File: src/rtl/uart_rx_deser_if.sv
// Receive-side frame bundle between the UART deserializer and the RX FIFO write port.
interface uart_rx_deser_if #(
  parameter int DATA_WIDTH = 8
);
  logic [DATA_WIDTH-1:0] data_out;
  logic                  frame_error;
  logic                  break_error;
  logic                  data_valid;
  logic                  busy;

  modport master (output data_out, frame_error, break_error, data_valid, busy);
  modport slave  (input  data_out, frame_error, break_error, data_valid, busy);
endinterface

File: src/rtl/uart_rx_deser.sv
// UART 8N1 receive deserializer: oversampled, majority-voted, one write strobe per frame
// carrying the received byte with framing and break flags.
module uart_rx_deser #(
  parameter int DATA_WIDTH = 8,
  parameter int OVERSAMPLE = 16,
  parameter int DIV_W      = 16
) (
  input  logic             clk,
  input  logic             rst_n,
  input  logic [DIV_W-1:0] baud_div,
  input  logic             rx_in,
  uart_rx_deser_if.master  rx_if
);

  localparam int SAMP_W = $clog2(OVERSAMPLE);
  localparam int BIT_W  = $clog2(DATA_WIDTH);
  localparam int MID    = OVERSAMPLE / 2;

  localparam logic [SAMP_W-1:0] S_VOTE0  = SAMP_W'(MID - 1);
  localparam logic [SAMP_W-1:0] S_VOTE1  = SAMP_W'(MID);
  localparam logic [SAMP_W-1:0] S_DECIDE = SAMP_W'(MID + 1);
  localparam logic [SAMP_W-1:0] S_LAST   = SAMP_W'(OVERSAMPLE - 1);
  localparam logic [BIT_W-1:0]  B_LAST   = BIT_W'(DATA_WIDTH - 1);

  typedef enum logic [2:0] {
    S_IDLE,
    S_START,
    S_DATA,
    S_STOP,
    S_BREAK_WAIT
  } state_t;

  state_t                state;
  logic                  sync_1;
  logic                  sync_2;
  logic                  rxs;
  logic [DIV_W-1:0]      div_cnt;
  logic                  tick;
  logic [SAMP_W-1:0]     samp_cnt;
  logic [BIT_W-1:0]      bit_cnt;
  logic [1:0]            votes;
  logic                  majority;
  logic                  decide;
  logic                  samp_last;
  logic [DATA_WIDTH-1:0] shreg;
  logic                  shreg_zero;
  logic [DATA_WIDTH-1:0] data_q;
  logic                  frame_err_q;
  logic                  break_err_q;
  logic                  valid_q;

  // Synchronizer flops reset high so a reset never looks like a start bit.
  always_ff @(posedge clk or negedge rst_n) begin
    if (!rst_n) begin
      sync_1 <= 1'b1;
      sync_2 <= 1'b1;
    end else begin
      // NOTE: all clocked state uses non-blocking assignments so every flop samples
      // pre-edge values; a blocking write here would collapse the two sync stages into one.
      sync_1 <= rx_in;
      sync_2 <= sync_1;
    end
  end

  assign rxs = sync_2;

  // Comparing with >= lets the counter recover at once if baud_div is lowered.
  assign tick = (div_cnt >= baud_div);

  always_ff @(posedge clk or negedge rst_n) begin
    if (!rst_n) begin
      div_cnt <= '0;
    end else begin
      div_cnt <= tick ? '0 : div_cnt + DIV_W'(1);
    end
  end

  // The two earlier votes are registered; the third is the live sample at the decision tick.
  assign majority   = (votes[0] & votes[1]) | (rxs & (votes[0] | votes[1]));
  assign decide     = (samp_cnt == S_DECIDE);
  assign samp_last  = (samp_cnt == S_LAST);
  assign shreg_zero = (shreg == '0);

  always_ff @(posedge clk or negedge rst_n) begin
    if (!rst_n) begin
      state       <= S_IDLE;
      samp_cnt    <= '0;
      bit_cnt     <= '0;
      votes       <= '0;
      shreg       <= '0;
      data_q      <= '0;
      frame_err_q <= 1'b0;
      break_err_q <= 1'b0;
      valid_q     <= 1'b0;
    end else begin
      valid_q <= 1'b0;
      if (tick) begin
        if (state == S_START || state == S_DATA || state == S_STOP) begin
          if (samp_cnt == S_VOTE0) votes[0] <= rxs;
          if (samp_cnt == S_VOTE1) votes[1] <= rxs;
          samp_cnt <= samp_last ? '0 : samp_cnt + SAMP_W'(1);
        end

        case (state)
          S_IDLE: begin
            // The detecting tick is itself sample 0 of the start bit.
            if (!rxs) begin
              state    <= S_START;
              samp_cnt <= SAMP_W'(1);
            end
          end

          S_START: begin
            if (decide && majority) begin
              state <= S_IDLE;
            end else if (samp_last) begin
              state   <= S_DATA;
              bit_cnt <= '0;
            end
          end

          S_DATA: begin
            if (decide) shreg <= {majority, shreg[DATA_WIDTH-1:1]};
            if (samp_last) begin
              if (bit_cnt == B_LAST) state   <= S_STOP;
              else                   bit_cnt <= bit_cnt + BIT_W'(1);
            end
          end

          S_STOP: begin
            // Leaving mid-stop-bit lets a back-to-back start edge be caught on time.
            if (decide) begin
              data_q      <= shreg;
              frame_err_q <= ~majority;
              break_err_q <= ~majority & shreg_zero;
              valid_q     <= 1'b1;
              state       <= (~majority & shreg_zero) ? S_BREAK_WAIT : S_IDLE;
            end
          end

          S_BREAK_WAIT: begin
            if (rxs) state <= S_IDLE;
          end

          default: state <= S_IDLE;
        endcase
      end
    end
  end

  assign rx_if.data_out    = data_q;
  assign rx_if.frame_error = frame_err_q;
  assign rx_if.break_error = break_err_q;
  assign rx_if.data_valid  = valid_q;
  assign rx_if.busy        = (state != S_IDLE);

endmodule

File: src/flat_wrapper.sv
// flat-port wrapper written by rule: the top's interface ports become plain ports
module uart_rx_deser_flat 
#(
  parameter int DATA_WIDTH = 8,
  parameter int OVERSAMPLE = 16,
  parameter int DIV_W      = 16
)
  (clk, rst_n, baud_div, rx_in, rx_if_data_out, rx_if_frame_error, rx_if_break_error, rx_if_data_valid, rx_if_busy);
  uart_rx_deser_if #(.DATA_WIDTH(DATA_WIDTH)) rx_if_i ();
  input  logic clk;
  input  logic rst_n;
  input  logic [DIV_W-1:0] baud_div;
  input  logic rx_in;
  output wire logic [$bits(rx_if_i.data_out)-1:0] rx_if_data_out;
  output wire logic [$bits(rx_if_i.frame_error)-1:0] rx_if_frame_error;
  output wire logic [$bits(rx_if_i.break_error)-1:0] rx_if_break_error;
  output wire logic [$bits(rx_if_i.data_valid)-1:0] rx_if_data_valid;
  output wire logic [$bits(rx_if_i.busy)-1:0] rx_if_busy;
  assign rx_if_data_out = rx_if_i.data_out;
  assign rx_if_frame_error = rx_if_i.frame_error;
  assign rx_if_break_error = rx_if_i.break_error;
  assign rx_if_data_valid = rx_if_i.data_valid;
  assign rx_if_busy = rx_if_i.busy;
  uart_rx_deser #(.DATA_WIDTH(DATA_WIDTH), .OVERSAMPLE(OVERSAMPLE), .DIV_W(DIV_W)) u_core (.clk(clk), .rst_n(rst_n), .baud_div(baud_div), .rx_in(rx_in), .rx_if(rx_if_i));
endmodule
File: config.mk
export PLATFORM = sky130hd
export DESIGN_NAME = uart_rx_deser_flat
export DESIGN_NICKNAME = d
export VERILOG_FILES = /design/src/rtl/uart_rx_deser_if.sv /design/src/rtl/uart_rx_deser.sv /design/src/flat_wrapper.sv
export SDC_FILE = /design/constraint.sdc
export NUM_CORES = 1
export LEC_CHECK = 0
export BUFFER_PORTS_ARGS = -buffer_cell sky130_fd_sc_hd__buf_4
export CORE_ASPECT_RATIO = 1.4
export CORE_MARGIN = 5
export CORE_UTILIZATION = 45
export CTS_CLUSTER_SIZE = 24
export DETAILED_ROUTE_END_ITERATION = 10
export GPL_ROUTABILITY_DRIVEN = 0
export SYNTH_ARGS = -nofsm -noshare
export SYNTH_HDL_FRONTEND = slang
export SYNTH_SLANG_ARGS = --single-unit
File: constraint.sdc
create_clock -name clk -period 6.95 [get_ports clk]
set_clock_uncertainty 0.2 [all_clocks]
set_input_delay 1.0425 -clock clk [delete_from_list [all_inputs] [get_ports clk]]
set_output_delay 1.0425 -clock clk [all_outputs]
set_load 0.005 [all_outputs]
## Word level (Yosys, flattened, before mapping)

Index checks and enable logic that the tools add are counted.

- Register bits after elaboration: 49
- Input port bits: 19
- Output and inout bits: 12
- Logic and storage cells: 76

- Add/sub/neg operators: 3
- $lt $le $gt $ge: 1
- Equal/unequal tests: 18
- Muxes and demuxes: 22
- Bitwise gates (word level): 6
- Reductions and logical operators: 13

Operators by type and width:

| kind | count |
|---|---|
| $mux 3 | 12 |
| $add 16x1->16 const B | 1 |
| $ge 16x16->1 | 1 |
| $mux 16 | 1 |
| $mux 4 | 4 |
| $pmux 3 s5 | 1 |
| $eq 4x4->1 const B | 3 |
| $reduce_and 3->1 | 4 |
| $logic_not 8->1 | 1 |
| $ne 2x1->1 const B | 4 |
| $ne 2x2->1 const B | 4 |
| $reduce_and 7->1 | 1 |
| $eq 3x2->1 const B | 2 |
| $eq 3x3->1 const B | 2 |
| $pmux 3 s2 | 1 |
| $reduce_and 6->1 | 1 |
| $add 4x1->4 const B | 1 |
| $eq 4x3->1 const B | 1 |
| $add 3x1->3 const B | 1 |
| $and 1x1->1 | 3 |
| $eq 3x1->1 const B | 1 |
| $logic_not 3->1 | 1 |
| $mux 1 | 3 |
| $ne 3x2->1 const B | 1 |
| other kinds (6) | 8 |

## Depth between registers and ports, before layout

Gate-level depths: netlist of run 1.

- Depth after elaboration: 8
- Gate-level depth with buffers: 10
- Gate-level depth less buffers: 8

## Worst setup path before layout of run 1

No wires, ideal clock.

- Path type: input to register
- Start point: input port baud_div[13]
- End point: register u_core.state[0]
- Library setup time: 127 ps
- Data arrival time: 3091 ps
- Required time: 6623 ps
- Slack: 3531 ps
- Cell stages on the path: 9
- Buffers on the path: 1
- Cell sequence: inv_1 > ha_1 > nand4_1 > or3_1 > or4_4 > nand4_4 > buf_6 > o211a_1 > mux2_1

- Longest elaborated chain between the ends: 2

Ends and longest elaborated chain:

| item | line | RTL |
|---|---|---|
| start: declaration | flat_wrapper.sv:12 | `input logic [DIV_W-1:0] baud_div;` |
| $ge 16x16->1 | uart_rx_deser.sv:68 | `assign tick = (div_cnt >= baud_div);` |
| $reduce_and 7->1 (no source line) | n/a |  |
| end signal: assignment | uart_rx_deser.sv:137 | `state <= (~majority & shreg_zero) ? S_BREAK_WAIT : S_IDLE;` |
| end: declaration | uart_rx_deser.sv:33 | `state_t state;` |

No other way between the ends.
A chain may end at the register's enable or synchronous reset.

## Worst setup path in the final report of run 1

- Start point: input port baud_div[13]
- End point: register u_core.data_q[5], in the netlist u_core.rx_if.data_out[5]

- Longest elaborated chain between the ends: 2

Ends and longest elaborated chain:

| item | line | RTL |
|---|---|---|
| $ge 16x16->1 | uart_rx_deser.sv:68 |  |
| $reduce_and 3->1 (no source line) | n/a |  |
| end signal: assignment | uart_rx_deser.sv:133 | `data_q <= shreg;` |
| end: declaration | uart_rx_deser.sv:47 | `logic [DATA_WIDTH-1:0] data_q;` |

No other way between the ends.

==> results of run 1 <==
-- metrics by stage --
| stage | utilization | setup slack, ns | power (mW) | area, um^2 | hold slack [ns] |
|---|---|---|---|---|---|
| 5_1_grt | 0.529 | 3.14 | 0.657 | 3100 | 0.172 |
| 3_5_place_dp | 0.509 | 2.97 | 0.418 | 2980 | 0.147 |
| 2_1_floorplan | - | 3.53 | 0.386 | 2720 | 0.145 |
| 6_report | 0.529 | 3.30 | 0.617 | 3100 | 0.161 |
| 3_3_place_gp | 0.509 | 2.99 | 0.415 | 2980 | 0.146 |
| 4_1_cts | 0.529 | 3.29 | 0.630 | 3100 | 0.160 |
-- final timing paths --
| path | cells after the start | startpoint | endpoint |
|---|---|---|---|
| max | 9 | baud_div[13] | u_core.rx_if.data_out[5] |
| min | 0 | u_core.sync_1 | u_core.rxs |
| max reg2reg | 7 | u_core.div_cnt[13] | u_core.rx_if.data_out[5] |
| min reg2reg | 0 | u_core.sync_1 | u_core.rxs |
| max in group asynchronous | 1 | rst_n | u_core.div_cnt[5] |
| min in group asynchronous | 1 | rst_n | u_core.samp_cnt[0] |
-- metal layers --
metal / global-route usage / vias up / wire length [um]
li1: - / 933 / -
met5: 0 / - / 0
met2: 0.248 / 30 / 2540
met1: 0.183 / 908 / 2120
met3: 0.0315 / 4 / 220
met4: 0.0363 / 0 / 51
-- report_power, final --
group	switching, mW	leakage (nW)	internal, mW
Clock	0.0891	0.0585	0.117
Sequential	0.0252	0.649	0.304
Combinational	0.0405	0.926	0.0410
Total	0.155	1.63	0.463
-- flip-flops by register name, summed over array words and instances (netlist names) --
signal and flops:
u_core.samp_cnt 4, u_core.sync_1 1, u_core.div_cnt 16, u_core.rx_if.data_valid 1
u_core.state 3, u_core.shreg 8, u_core.rx_if.break_error 1, u_core.bit_cnt 3
u_core.votes 2, u_core.rx_if.frame_error 1, u_core.rxs 1, u_core.rx_if.data_out 8
-- layout make-up --
class | instances | area, um^2
well taps | 70 | 87.6
clock inverters | 1 | 30.0
flip-flops and latches | 49 | 1230
clock buffers | 7 | 86.3
repair buffers | 30 | 225
fillers | 536 | 2760
inverters | 22 | 82.6
multi-input cells | 170 | 1360
-- layout by cell type (no fill, tap or decap), types with 7 or more instances in the layout --
cell type,instances
dfrtp_1,47
mux2_4,7
inv_1,22
and3_1,7
nand2_1,10
nand4_1,7
xor2_1,11
nor2_1,24
buf_4,30
ha_1,22
mux2_2,10
a21oi_1,8
nand3_1,8
-- cell usage after synthesis, types with 2 or more instances --
cell type / number / area, um^2
dfrtp_1: 47 / 1180
nor2_1: 24 / 90.1
ha_1: 22 / 275
inv_1: 22 / 82.6
xor2_1: 11 / 96.3
mux2_2: 10 / 113
nand2_1: 10 / 37.5
a21oi_1: 8 / 40.0
nand3_1: 8 / 40.0
and3_1: 7 / 43.8
mux2_4: 7 / 105
nand4_1: 7 / 43.8
nor2b_1: 6 / 37.5
a31oi_1: 4 / 25.0
mux2_1: 4 / 45.0
xnor2_1: 4 / 35.0
a21o_1: 3 / 22.5
clkbuf_1: 3 / 11.3
or3_1: 3 / 18.8
a22o_1: 2 / 17.5
and4_1: 2 / 17.5
buf_2: 2 / 10.0
buf_6: 2 / 22.5
dfstp_2: 2 / 52.6
mux2i_1: 2 / 20.0
nand2b_1: 2 / 12.5
nand4_4: 2 / 42.5
nor3_1: 2 / 10.0
nor3b_1: 2 / 15.0
nor4_1: 2 / 12.5
-- kinds of logic (layout without fill, tap and decap cells) --
family	count (synthesis)	count (layout)	share of synthesized area
multiplexers	23	23	0.104
AO/OA/AOI/OAI	27	27	0.0699
XOR/XNOR	15	15	0.0483
flip-flops	49	49	0.451
buffers and inverters	30	60	0.0492
adder cells (fa/ha/maj)	23	23	0.105
AND/OR/NAND/NOR	82	82	0.173
==> flow_summary_export.csv, run 1 <==
group,metric,value,unit
synth,synth_ff_type,"dfrtp_1",
finish,num_antenna_cells,0,
clocking,hold_buffers,0,
finish,drive_above_1_share,0.222,
finish,syn2layout_area_growth,13.9,%
synth,synth_fp_nets,290,
timing,slew_violations,0,
floorplanning,ios,31,
clocking,cts.sink_count,49,
critical_path,cp_slowest_cell,"or4_4",
drt,dr.pass1.iters,4,
critical_path,cpMostUsedCell,"nand4_4",
critical_path,rrSetupSlack,3.71,ns
drt,drtAntennaViolNets,0,
floorplanning,die_y,102,um
critical_path,critical-path-top-delay-family,"simple AND/OR/NAND/NOR gates",
pwr,peakVddDrop,0.000138,V
timing,tightest_slew,0.606,ns
timing,hold_viol,0,
clocking,cts_buffers,5,
synth,async_flop_share,1.00,
drt,routedWlPerCell,14.1,um
pwr,powerDensity,199,mW/mm^2
critical_path,crit_type,"in -> reg",
critical_path,slowest_delay,0.51,ns
place,hpwl,3600,um
critical_path,worstPathRequired,6.94,ns
floorplanning,die_area,0.00773,mm^2
finish,final_cells,349,
critical_path,cp.arrival,3.64,ns
finish,nets,319,
critical_path,worst-path-buf-inv,2,
timing,setup_viol,0,
grt,antenna_found_initial,0,
timing,tns,0,ns
grt,grt.overflow.total,0,
grt,grt_pass1_vias,1951,
drt,drt_wl_total,4930,um
drt,drcViolationCount,0,
clocking,cts_max_level,2,
critical_path,critPathMaxFanout,32,
floorplanning,start_util,0.464,
place,placed_cells,341,
grt,grt_pass1_wl,8740,um
synth,syn_area,0.00272,mm^2
pwr,leakage,1.63,nW
place,numPortBuffers,30,
drt,drtIter0Drc,62,
status,status,"finished clean",
clocking,tritoncts,"done",
synth,synth_edf_count,0,
timing,maxSlewHeadroom,0.596,
clocking,root_buffer,"clkbuf_8",
floorplanning,fp.coreArea,0.00586,mm^2
timing,finalCriticalPeriod,3.65,ns
synth,ys_ff_latch,49,
clocking,clkTransAtPathRegs,0.08,ns
synth,avgSynthCellArea,10.9,um^2
synth,ys_types,47,
floorplanning,core.rowCount,33,
clocking,clk_latency,0.30,ns
critical_path,worstPathCellList,"buf_4, inv_1, ha_1, nand4_1, or3_1, or4_4, nand4_4, nand4_4, mux2_4",
clocking,ctsResizeCount,0,
timing,period_share,0.526,
grt,track_usage,0.145,
timing,fmax,0.274,GHz
flow_run,maxCapViolations,0,
drt,vias_per_cell,5.37,
hold_path,hold_path_class,"reg -> reg",
synth,yosys_warnings,0,
critical_path,startpoint_type,"primary input",
timing,rsz0062_at_grt,"no",
synth,syn_inst,249,
clocking,clockBufferDepth,2,
synth,ys_seq_area_frac,0.451,
grt,grt_max_degree,50,
clocking,post_cts_buffers,0,
floorplanning,die_w,75.7,um
drt,vias,1875,
critical_path,critPathCaptureType,"register",
Note: power is estimated with default switching activity, not from simulation.
==> run 2: changes to the inputs <==
- PLACE_DENSITY: not set -> 0.66
- clock period: 6.95 -> 3.1 ns (I/O delays scaled with it)
==> run 2 against run 1 <==
Net effect:
- design area grew 1.2%
- utilization grew 0.64 points
- critical endpoint is now u_core.rx_if.data_out[4]
- sequential power grew 120%
- critical path depth shrank 2
- critical path type is now reg -> reg
- worst setup slack lost 3.1 ns
- final cell count grew 2.0%
- clock power grew 78%
==> flow_summary_export.csv, run 2 (same netlist as run 1, synthesis figures left out) <==
group,metric,value,unit
clocking,root_buffer,"clkbuf_8",
finish,finalCoreUtilization,0.535,
critical_path,crit_end,"u_core.rx_if.data_out[4]",
drt,vias,1905,
finish,largest_reg_flops,16,
grt,grt_pass1_wl,8570,um
finish,nets,326,
pwr,p_int,0.940,mW
flow_run,maxCapViolations,0,
finish,num_antenna_cells,0,
drt,drt_wl_total,4860,um
drt,drtIter0Drc,73,
floorplanning,die_area,0.00773,mm^2
timing,setup_viol,0,
floorplanning,die_y,102,um
timing,period_share,0.936,
timing,rsz0062_at_grt,"no",
pwr,leakage,1.66,nW
status,status,"finished clean",
clocking,clockBufferDepth,2,
pwr,p_seq_frac,0.566,
clocking,cts_max_level,2,
finish,syn2layout_area_growth,15.3,%
critical_path,rrSetupSlack,0.20,ns
clocking,post_cts_buffers,0,
critical_path,r2r_cells,7,
finish,final_cells,356,
grt,met1_usage,0.174,
critical_path,startpoint_type,"register",
timing,holdWs,0.0668,ns
finish,final_cell_mix,"dfrtp_1, buf_4, nor2_1, inv_1, ha_1",
timing,slew_violations,0,
pwr,peakVddDrop,0.000330,V
clocking,cts_buffers,5,
grt,grt_max_degree,50,
timing,fmax,0.345,GHz
timing,tightest_slew,0.611,ns
critical_path,cpMostUsedCell,"nand4_4",
critical_path,cp-startpoint,"u_core.div_cnt[13]",
critical_path,r2r-end,"u_core.rx_if.data_out[4]",
place,hpwl,3610,um
floorplanning,start_util,0.464,
clocking,cts.sink_count,49,
timing,tns,0,ns
drt,routedWlPerCell,13.7,um
critical_path,critPathMaxFanout,11,
pwr,powerDensity,416,mW/mm^2
critical_path,worstPathRequired,3.09,ns
grt,use_met2,0.239,
timing,maxSlewHeadroom,0.593,
grt,use_met3,0.0354,
finish,final_common_cell,"dfrtp_1",
place,numPortBuffers,30,
finish,regMostFlops,"u_core.div_cnt",
grt,grt.overflow.total,0,
clocking,clk_latency,0.30,ns
pwr,total_power,1.30,mW
grt,track_usage,0.143,
clocking,ctsResizeCount,0,
grt,busiest_layer,"met2",
hold_path,hold_path_class,"in -> reg",
critical_path,cp_slowest_cell,"or4_4",
timing,hold_viol,0,
floorplanning,die_w,75.7,um
critical_path,slowest_delay,0.51,ns
critical_path,crit_type,"reg -> reg",
floorplanning,ios,31,
clocking,tritoncts,"done",
critical_path,cp.arrival,2.89,ns
pwr,switching_share,0.279,
critical_path,worstPathCellList,"ha_1, nand4_1, or3_1, or4_4, nand4_4, nand4_4, mux2_4",
floorplanning,fp.coreArea,0.00586,mm^2
grt,grt_pass1_vias,1984,
drt,dr.pass1.iters,4,
critical_path,r2r-start,"u_core.div_cnt[13]",
drt,drtAntennaViolNets,0,
floorplanning,core.rowCount,33,
pwr,p_sw,0.365,mW
finish,drive_above_1_share,0.241,
timing,finalCriticalPeriod,2.90,ns
clocking,clkTransAtPathRegs,0.09,ns
pwr,comb_power_share,0.153,
drt,drcViolationCount,0,
place,placed_cells,347,
drt,vias_per_cell,5.35,
finish,n_fill_cell,551,
grt,antenna_found_initial,0,
pwr,clockPowerShare,0.281,
critical_path,critPathCaptureType,"register",
## run 2: area by class of cell
cell class / instances / area [um^2] / share of cell area
Timing Repair Buffer: 37 / 293 / 0.0933
Clock inverter: 3 / 17.5 / 0.00558
Clock buffer: 5 / 68.8 / 0.0219
Multi-Input combinational cell: 170 / 1360 / 0.433
Sequential cell: 49 / 1230 / 0.392
Inverter: 22 / 82.6 / 0.0263
Tap cell: 70 / 87.6 / 0.0279
## run 2: per-layer routing
| layer | up-vias | wire length [um] |
|---|---|---|
| met4 | 0 | 62 |
| met3 | 7 | 246 |
| met1 | 916 | 2100 |
| met2 | 38 | 2450 |
| met5 | - | 0 |
| li1 | 944 | - |
## run 2: worst max-delay path: cells and delay by family, from the launching register on
family | cells | cell delay (ns)
AND/OR/NAND/NOR | 5 | 1.50
adder cells (fa/ha/maj) | 1 | 0.30
flip-flops | 1 | 0.41
multiplexers | 1 | 0.38
## run 2: stage by stage
step           setup slack [ns]  area (um^2)
6_report                  0.200         3140
5_1_grt                  0.0854         3140
4_1_cts                   0.183         3140
3_5_place_dp             0.0297         3040
3_3_place_gp             0.0791         3040
2_1_floorplan             0.259         2720
## run 2: repair_timing
item	4_1_cts	5_1_grt
endpoints found under the setup margin	0	0
hold buffers	1	0
endpoints found under the hold margin	44	0
## run 2: power by group through the flow
stage	clock (mW)	combinational (mW)	sequential (mW)
floorplan	0	0.132	0.735
global placement	0	0.194	0.751
detailed placement	0	0.201	0.751
CTS	0.385	0.204	0.739
global route	0.407	0.236	0.745
finish	0.367	0.199	0.738
## run 2: worst min-delay path by stage
stage	from	depth (start not counted)	end
floorplan	rst_n	0	u_core.bit_cnt[0]
global placement	u_core.sync_1	0	u_core.rxs
detailed placement	u_core.sync_1	0	u_core.rxs
CTS	rx_in	1	u_core.sync_1
global route	rx_in	1	u_core.sync_1
finish	rx_in	1	u_core.sync_1
